[config.mk]
export PLATFORM = sky130hd
export DESIGN_NAME = nc_no_contact_monitor
export DESIGN_NICKNAME = d
export VERILOG_FILES = /design/src/rtl/nc_no_contact_monitor.sv
export SDC_FILE = /design/constraint.sdc
export NUM_CORES = 1
export LEC_CHECK = 0
export ABC_AREA = 1
export CORE_MARGIN = 2
export CORE_UTILIZATION = 60
export DETAILED_ROUTE_END_ITERATION = 10
export PLACE_DENSITY_LB_ADDON = 0.3
export SLEW_MARGIN = 20
export SYNTH_ARGS = -nofsm -noshare
export SYNTH_HDL_FRONTEND = slang
export SYNTH_SLANG_ARGS = --single-unit
[constraint.sdc]
create_clock -name clk_100m -period 3.4 [get_ports clk_100m]
set_input_delay 1.02 -clock clk_100m [delete_from_list [all_inputs] [get_ports clk_100m]]
set_output_delay 1.02 -clock clk_100m [all_outputs]
set_load 0.005 [all_outputs]
[src/rtl/nc_no_contact_monitor.sv]
// Debouncer and fault monitor for NC/NO dry-contact pairs.
// Each pair is synchronised, decoded, debounced on a prescaled tick, and reported via sticky latches and one irq.
module nc_no_contact_monitor #(
    parameter int unsigned N_CH        = 8,
    parameter int unsigned TICK_DIV    = 100,
    parameter int unsigned DEB_TICKS   = 10,
    parameter int unsigned FAULT_TICKS = 50
) (
    input  logic            clk_100m,
    input  logic            rst_syn,
    input  logic [N_CH-1:0] nc,
    input  logic [N_CH-1:0] no,
    input  logic [N_CH-1:0] ch_en,
    input  logic [N_CH-1:0] clr_change,
    input  logic [N_CH-1:0] clr_fault,
    output logic [N_CH-1:0] pressed,
    output logic [N_CH-1:0] valid,
    output logic [N_CH-1:0] fault_act,
    output logic [N_CH-1:0] change_lat,
    output logic [N_CH-1:0] fault_lat,
    output logic            irq
);
    localparam int unsigned PW = (TICK_DIV > 1) ? $clog2(TICK_DIV) : 1;
    localparam int unsigned CW = $clog2(FAULT_TICKS + 1);

    typedef enum logic [1:0] {DEC_INV, DEC_REL, DEC_PRS} dec_t;
    typedef enum logic [1:0] {ST_UNKNOWN, ST_RELEASED, ST_PRESSED, ST_FAULT} state_t;

    logic [N_CH-1:0] nc_s1, nc_s2, no_s1, no_s2;
    dec_t            dec_cur  [N_CH];
    dec_t            dec_prev [N_CH];
    logic [CW-1:0]   cnt      [N_CH];
    logic [PW-1:0]   presc;
    logic            tick;
    state_t          state    [N_CH];
    state_t          state_nx [N_CH];
    logic [N_CH-1:0] set_change, set_fault;

    // Two-flop synchronisers on the raw contacts
    always_ff @(posedge clk_100m) begin
        if (rst_syn) begin
            nc_s1 <= '0;
            nc_s2 <= '0;
            no_s1 <= '0;
            no_s2 <= '0;
        end else begin
            nc_s1 <= nc;
            nc_s2 <= nc_s1;
            no_s1 <= no;
            no_s2 <= no_s1;
        end
    end

    always_comb begin
        for (int i = 0; i < N_CH; i++) begin
            dec_cur[i] = DEC_INV;
            if (nc_s2[i] && !no_s2[i]) begin
                dec_cur[i] = DEC_REL;
            end else if (!nc_s2[i] && no_s2[i]) begin
                dec_cur[i] = DEC_PRS;
            end
        end
    end

    // Debounce tick prescaler; tick is high for the cycle in which the count is back at 0
    always_ff @(posedge clk_100m) begin
        if (rst_syn) begin
            presc <= '0;
            tick  <= 1'b0;
        end else begin
            tick <= (presc == PW'(TICK_DIV - 1));
            if (presc == PW'(TICK_DIV - 1)) begin
                presc <= '0;
            end else begin
                presc <= presc + PW'(1);
            end
        end
    end

    // Per-channel previous decode and saturating stability counter
    always_ff @(posedge clk_100m) begin
        if (rst_syn) begin
            for (int i = 0; i < N_CH; i++) begin
                dec_prev[i] <= DEC_INV;
                cnt[i]      <= '0;
            end
        end else begin
            for (int i = 0; i < N_CH; i++) begin
                dec_prev[i] <= dec_cur[i];
                if (!ch_en[i] || (dec_cur[i] != dec_prev[i])) begin
                    cnt[i] <= '0;
                end else if (tick && (cnt[i] != CW'(FAULT_TICKS))) begin
                    cnt[i] <= cnt[i] + CW'(1);
                end
            end
        end
    end

    always_ff @(posedge clk_100m) begin
        if (rst_syn) begin
            for (int i = 0; i < N_CH; i++) begin
                state[i] <= ST_UNKNOWN;
            end
        end else begin
            for (int i = 0; i < N_CH; i++) begin
                state[i] <= state_nx[i];
            end
        end
    end

    // Next state and latch set events; a disabled channel is frozen
    always_comb begin
        for (int i = 0; i < N_CH; i++) begin
            state_nx[i]   = state[i];
            set_change[i] = 1'b0;
            set_fault[i]  = 1'b0;
            if (ch_en[i]) begin
                if ((dec_prev[i] == DEC_REL) && (cnt[i] >= CW'(DEB_TICKS))) begin
                    state_nx[i] = ST_RELEASED;
                end else if ((dec_prev[i] == DEC_PRS) && (cnt[i] >= CW'(DEB_TICKS))) begin
                    state_nx[i] = ST_PRESSED;
                end else if ((dec_prev[i] == DEC_INV) && (cnt[i] == CW'(FAULT_TICKS))) begin
                    state_nx[i] = ST_FAULT;
                end
            end
            if ((state_nx[i] != state[i]) && (state[i] != ST_FAULT) &&
                ((state_nx[i] == ST_RELEASED) || (state_nx[i] == ST_PRESSED))) begin
                set_change[i] = 1'b1;
            end
            if ((state_nx[i] == ST_FAULT) && (state[i] != ST_FAULT)) begin
                set_fault[i] = 1'b1;
            end
        end
    end

    // Registered outputs track the next state so they change with it; set beats clear
    always_ff @(posedge clk_100m) begin
        if (rst_syn) begin
            pressed    <= '0;
            valid      <= '0;
            fault_act  <= '0;
            change_lat <= '0;
            fault_lat  <= '0;
            irq        <= 1'b0;
        end else begin
            for (int i = 0; i < N_CH; i++) begin
                pressed[i]   <= (state_nx[i] == ST_PRESSED);
                valid[i]     <= (state_nx[i] == ST_PRESSED) || (state_nx[i] == ST_RELEASED);
                fault_act[i] <= (state_nx[i] == ST_FAULT);
            end
            change_lat <= (change_lat & ~clr_change) | set_change;
            fault_lat  <= (fault_lat & ~clr_fault) | set_fault;
            irq        <= |((change_lat | fault_lat) & ch_en);
        end
    end

endmodule

# Yosys cells after proc, flatten, opt, wreduce, memory -nomap -nowiden
# Memories as Yosys holds them, arrays and structs flattened.
# Cells that the tools add are included.
[word_totals]
register_bits = 81
latchBits = 0
ram_bits = 80
mem_bits_ro = 0
input_bits = 42
output_inout_bits = 41
word_cells = 430
mem_count = 3
[mem_list]
columns = ["name", "depth", "word_bits", "read_ports", "rd_ports_with_merged_regs", "wr", "line_no", "source"]
rows = [
  ["cnt", 8, 6, 8, 0, 8, "32", "logic [CW-1:0] cnt [N_CH];"],
  ["dec_prev", 8, 2, 8, 0, 8, "31", "dec_t dec_prev [N_CH];"],
  ["state", 8, 2, 8, 0, 8, "35", "state_t state [N_CH];"],
]
[op_classes]
addsub = 9
multipliers = 0
div_mod_pow = 0
magnitude_cmp = 8
eq_ne = 81
shift = 0
mux = 155
bitwise_logic = 40
reduce_logical = 122
[ops]
columns = ["cell", "n"]
rows = [
  ["$mux W2", 64],
  ["$mux W6", 16],
  ["$mux W1", 75],
  ["$logic_and A1 B1 Y1", 72],
  ["$add A6 B1 Y6 const B", 8],
  ["$eq A2 B2 Y1 const B", 24],
  ["$eq A6 B6 Y1 const B", 8],
  ["$ge A6 B4 Y1 const B", 8],
  ["$ne A6 B6 Y1 const B", 8],
  ["$eq A2 B1 Y1 const B", 16],
  ["$ne A2 B2 Y1", 16],
  ["$or A1 B1 Y1", 32],
  ["$and A8 B8 Y8", 3],
  ["$logic_not A1 Y1", 24],
  ["$or A8 B8 Y8", 3],
  ["$logic_not A2 Y1", 8],
  ["$logic_or A1 B1 Y1", 16],
  ["$ne A2 B2 Y1 const B", 8],
  ["$not A8 Y8", 2],
  ["$reduce_or A8 Y1", 1],
  ["$add A7 B1 Y7 const B", 1],
  ["$eq A7 B7 Y1 const B", 1],
  ["$reduce_or A2 Y1", 1],
]

# Longest topological paths before layout
[depth]
depth_word = 11
ltp_mapped = 17
mapped_depth_nobuf = 17

# Worst setup path after synthesis
# OpenSTA, ideal clock, no wires.
[synth_path]
kind = "input to register"
startpoint = "in rst_syn"
endpoint = "mem cnt[0][0] (netlist bit) (enable)"
setup_time_ns = 0.325
arrival_time_ns = 1.811
required_ns = 3.075
path_slack_ns = 1.264
path_stages = 6
path_buffers = 1
cell_sequence = "buf_2 inv_2 nand2_1 a21oi_1 nand2_4 nand3_1"
[synth_rtl]
columns = ["item", "line_no", "source"]
rows = [
  ["start: declaration", "10", "input logic rst_syn,"],
  ["end: declaration", "32", ""],
]

==> flow_metrics.tcl <==
set metrics [dict create \
    critPathTopFamily "simple AND/OR/NAND/NOR gates" \
    setup_viol 0 \
    pwr-share-clk_pct 41.1 \
    worst_slew_pin_slew_ns 0.4983 \
    p_per_area_nw_per_um2 454.9 \
    track_usage_pct 23.21 \
    clk_pin_slew_worst_paths_ns 0.06 \
    endpoint_kind "flop" \
    slowest_delay_ns 0.60 \
    synth_edf_count 48 \
    slowest_stage "clkdlybuf4s50_1" \
    hold_viol_final 0 \
    drt_first_pass_iters 6 \
    vias 6088 \
    min_path_cells 2 \
    yosysSeqAreaShare_pct 48.27 \
    die_area_um2 13710 \
    rsz0062_at_grt "no" \
    drv_slew 0 \
    critical_path_buf_inv_count 2 \
    dp_hpwl_mm 10.48 \
    grt_pass1_vias 5883 \
    final-instance-count-excl-fill 1245 \
    worstPathMaxFanout 7 \
    cts_resized 0 \
    min_path_type "reg2reg" \
    io_pins 83 \
    synthToLayoutAreaGrowth_pct 19.85 \
    rows 41 \
    io_buffers 82 \
    drive_above_1_share_pct 7.176 \
    ir_drop_v 0.0003360 \
    placedCellCount 1213 \
    fp.dieH_um 117.1 \
    pwr-share-comb_pct 8.5 \
    p_int_mw 3.218 \
    antenna_found_initial 0 \
    postCtsSetupRepairBufs 0 \
    drc 0 \
    drt_iter0_markers 399 \
    min_period_ns 2.395 \
    numCtsBuffers 17 \
    fin_nets 1135 \
    synth_area_per_cell_um2 7.926 \
    grt_start_max_net_pins 50 \
    utilization_pct 73.16 \
    outcome "completed" \
    layout_common_cells "inv_1, nor2_1, nand2_1, dfxtp_1, clkdlybuf4s50_1" \
    slew_headroom_pct 66.78 \
    antenna-diode-count 0 \
    yosysWarnings 0 \
    drv_cap 0 \
    netlist_area_um2 7672 \
    cp.arrival_ns 2.48 \
    cts_max_level 4 \
    p_seq_share_pct 50.4 \
    gpl.final_weighted_congestion 0.8640 \
    leakagePower_nw 4.193 \
    holdBufCountCts 0 \
    synth_cell_types 38 \
    reg2reg_from "cnt[0][18]$_SDFFCE_PN0P_" \
    die_x_um 117.1 \
    wl_per_cell_um 11.65 \
    setup_tns_ns 0 \
    clockRootBuffer "clkbuf_16" \
    p_sw_mw 0.9648 \
    clk_latency_ns 0.42 \
    grt_pass1_wl_mm 25.03 \
    mostFrequentLayoutCell "inv_1" \
    start_util_pct 61.05 \
    detail-route-antenna-nets 0 \
    crit_path_cell_trace "clkdlybuf4s50_1 > inv_2 > nor4_4 > nand2_2 > nand3_1" \
    synth_flop_cell "dfxtp_1" \
    required_ns 3.49 \
    min_period_over_period_pct 70.45 \
    critPathLaunchType "input pin" \
    async_reset_ff_share_pct 0 \
    clock_path_buffers 2 \
    path_depth 5 \
    startpoint "ch_en[4]" \
    worst_r2r_path_depth 17 \
    ys_seq_elements 161 \
    cts_num_sinks 161 \
    cts_tree "done" \
    switching_share_pct 23.07 \
    clock.fmax_ghz 0.4175 \
    fin_skew_ns 0.007698 \
    critical_path_class "in2reg" \
    min_from "nc_s1[0]$_SDFF_PP0_" \
    core_um2 12570 \
    via_per_inst 4.890 \
    totalWireLength_mm 14.50 \
    grt_overflow 0 \
    syn_inst 968 \
    synth_nets 1043 \
]
worst paths after layout:
kind,to,slack (ns)
worst max-delay path,cnt[1][0]$_SDFFCE_PN0P_,1.00
worst min-delay path,nc_s2[0]$_SDFF_PP0_,0.40
worst max register to register,change_lat[3]$_SDFF_PP0_,1.32
worst min register to register,nc_s2[0]$_SDFF_PP0_,0.40
cell usage after synthesis (9+ instances only):
master      n  area share, %
a21oi_2    11            1.3
nand3_1    55            3.6
buf_2      10           0.65
nor2_1    182            8.9
inv_1     189            9.2
ha_1       33            5.4
o21ai_0    19            1.2
xor2_1     13            1.5
nand4_1    15            1.2
a21oi_1    18            1.2
nand2_1   174            8.5
nor3_2     12            1.6
edfxtp_1   48             19
o21ai_1     9           0.59
dfxtp_1   113             29
o31ai_1     9           0.88
nand3b_1   10           0.98
logic make-up (layout without fill, tap and decap cells):
logic type / after synthesis / in the layout / share of synthesized area [%]
XOR/XNOR: 18 / 18 / 2.055
flip-flops: 161 / 161 / 48.27
AO/OA/AOI/OAI: 73 / 73 / 5.936
buffers and inverters: 205 / 310 / 10.24
AND/OR/NAND/NOR: 478 / 478 / 28.11
adder cells (fa/ha/maj): 33 / 33 / 5.382
final cells by class:
type,count,area (µm²)
Clock inverter,9,66.31
Inverter,192,720.7
Tap cell,172,215.2
Fill cell,943,3373
Timing Repair Buffer,86,848.3
Multi-Input combinational cell,602,3183
Clock buffer,23,457.9
Sequential cell,161,3704
per-layer routing:
layer	global-route usage (%)	vias up	part of all wire, %
met2	39.77	99	48
met3	5.046	32	2.8
met4	10.04	0	2.4
met5	0	-	0
li1	-	3193	-
met1	28.34	2764	46
registers in the layout (all words and copies together), names as in the netlist:
signal      cells
cnt            48
dec_prev       16
state          16
change_lat      8
fault_act       8
fault_lat       8
nc_s1           8
nc_s2           8
no_s1           8
no_s2           8
pressed         8
valid           8
presc           7
irq             1
tick            1
per-stage QoR:
stage                     total power, mW  setup slack [ns]  cell area, µm²  hold WS, ns
after floorplan                     2.364             1.264            7672       0.3883
after global placement              2.491            0.6324            8671       0.3905
after detailed placement            2.503            0.5764            8671       0.3932
after CTS                           4.209             1.009            9195       0.4012
after global routing                4.356            0.9135            9195       0.4162
final                               4.183             1.005            9195       0.4005
power by group through the flow:
stage | clock [mW] | sequential (mW) | combinational (mW)
after detailed placement | 0 | 2.15 | 0.354
after floorplan | 0 | 2.14 | 0.226
after global routing | 1.83 | 2.12 | 0.410
after global placement | 0 | 2.15 | 0.344
final | 1.72 | 2.11 | 0.354
after CTS | 1.74 | 2.11 | 0.358
tightest hold or removal path, delay by kind of cell, from the launching register on:
family	cells	cell delay [ns]
buffers and inverters	1	0.04
and+or+nand+nor	1	0.03
DFF	1	0.29
No activity file was read; power rests on OpenSTA's default activity.
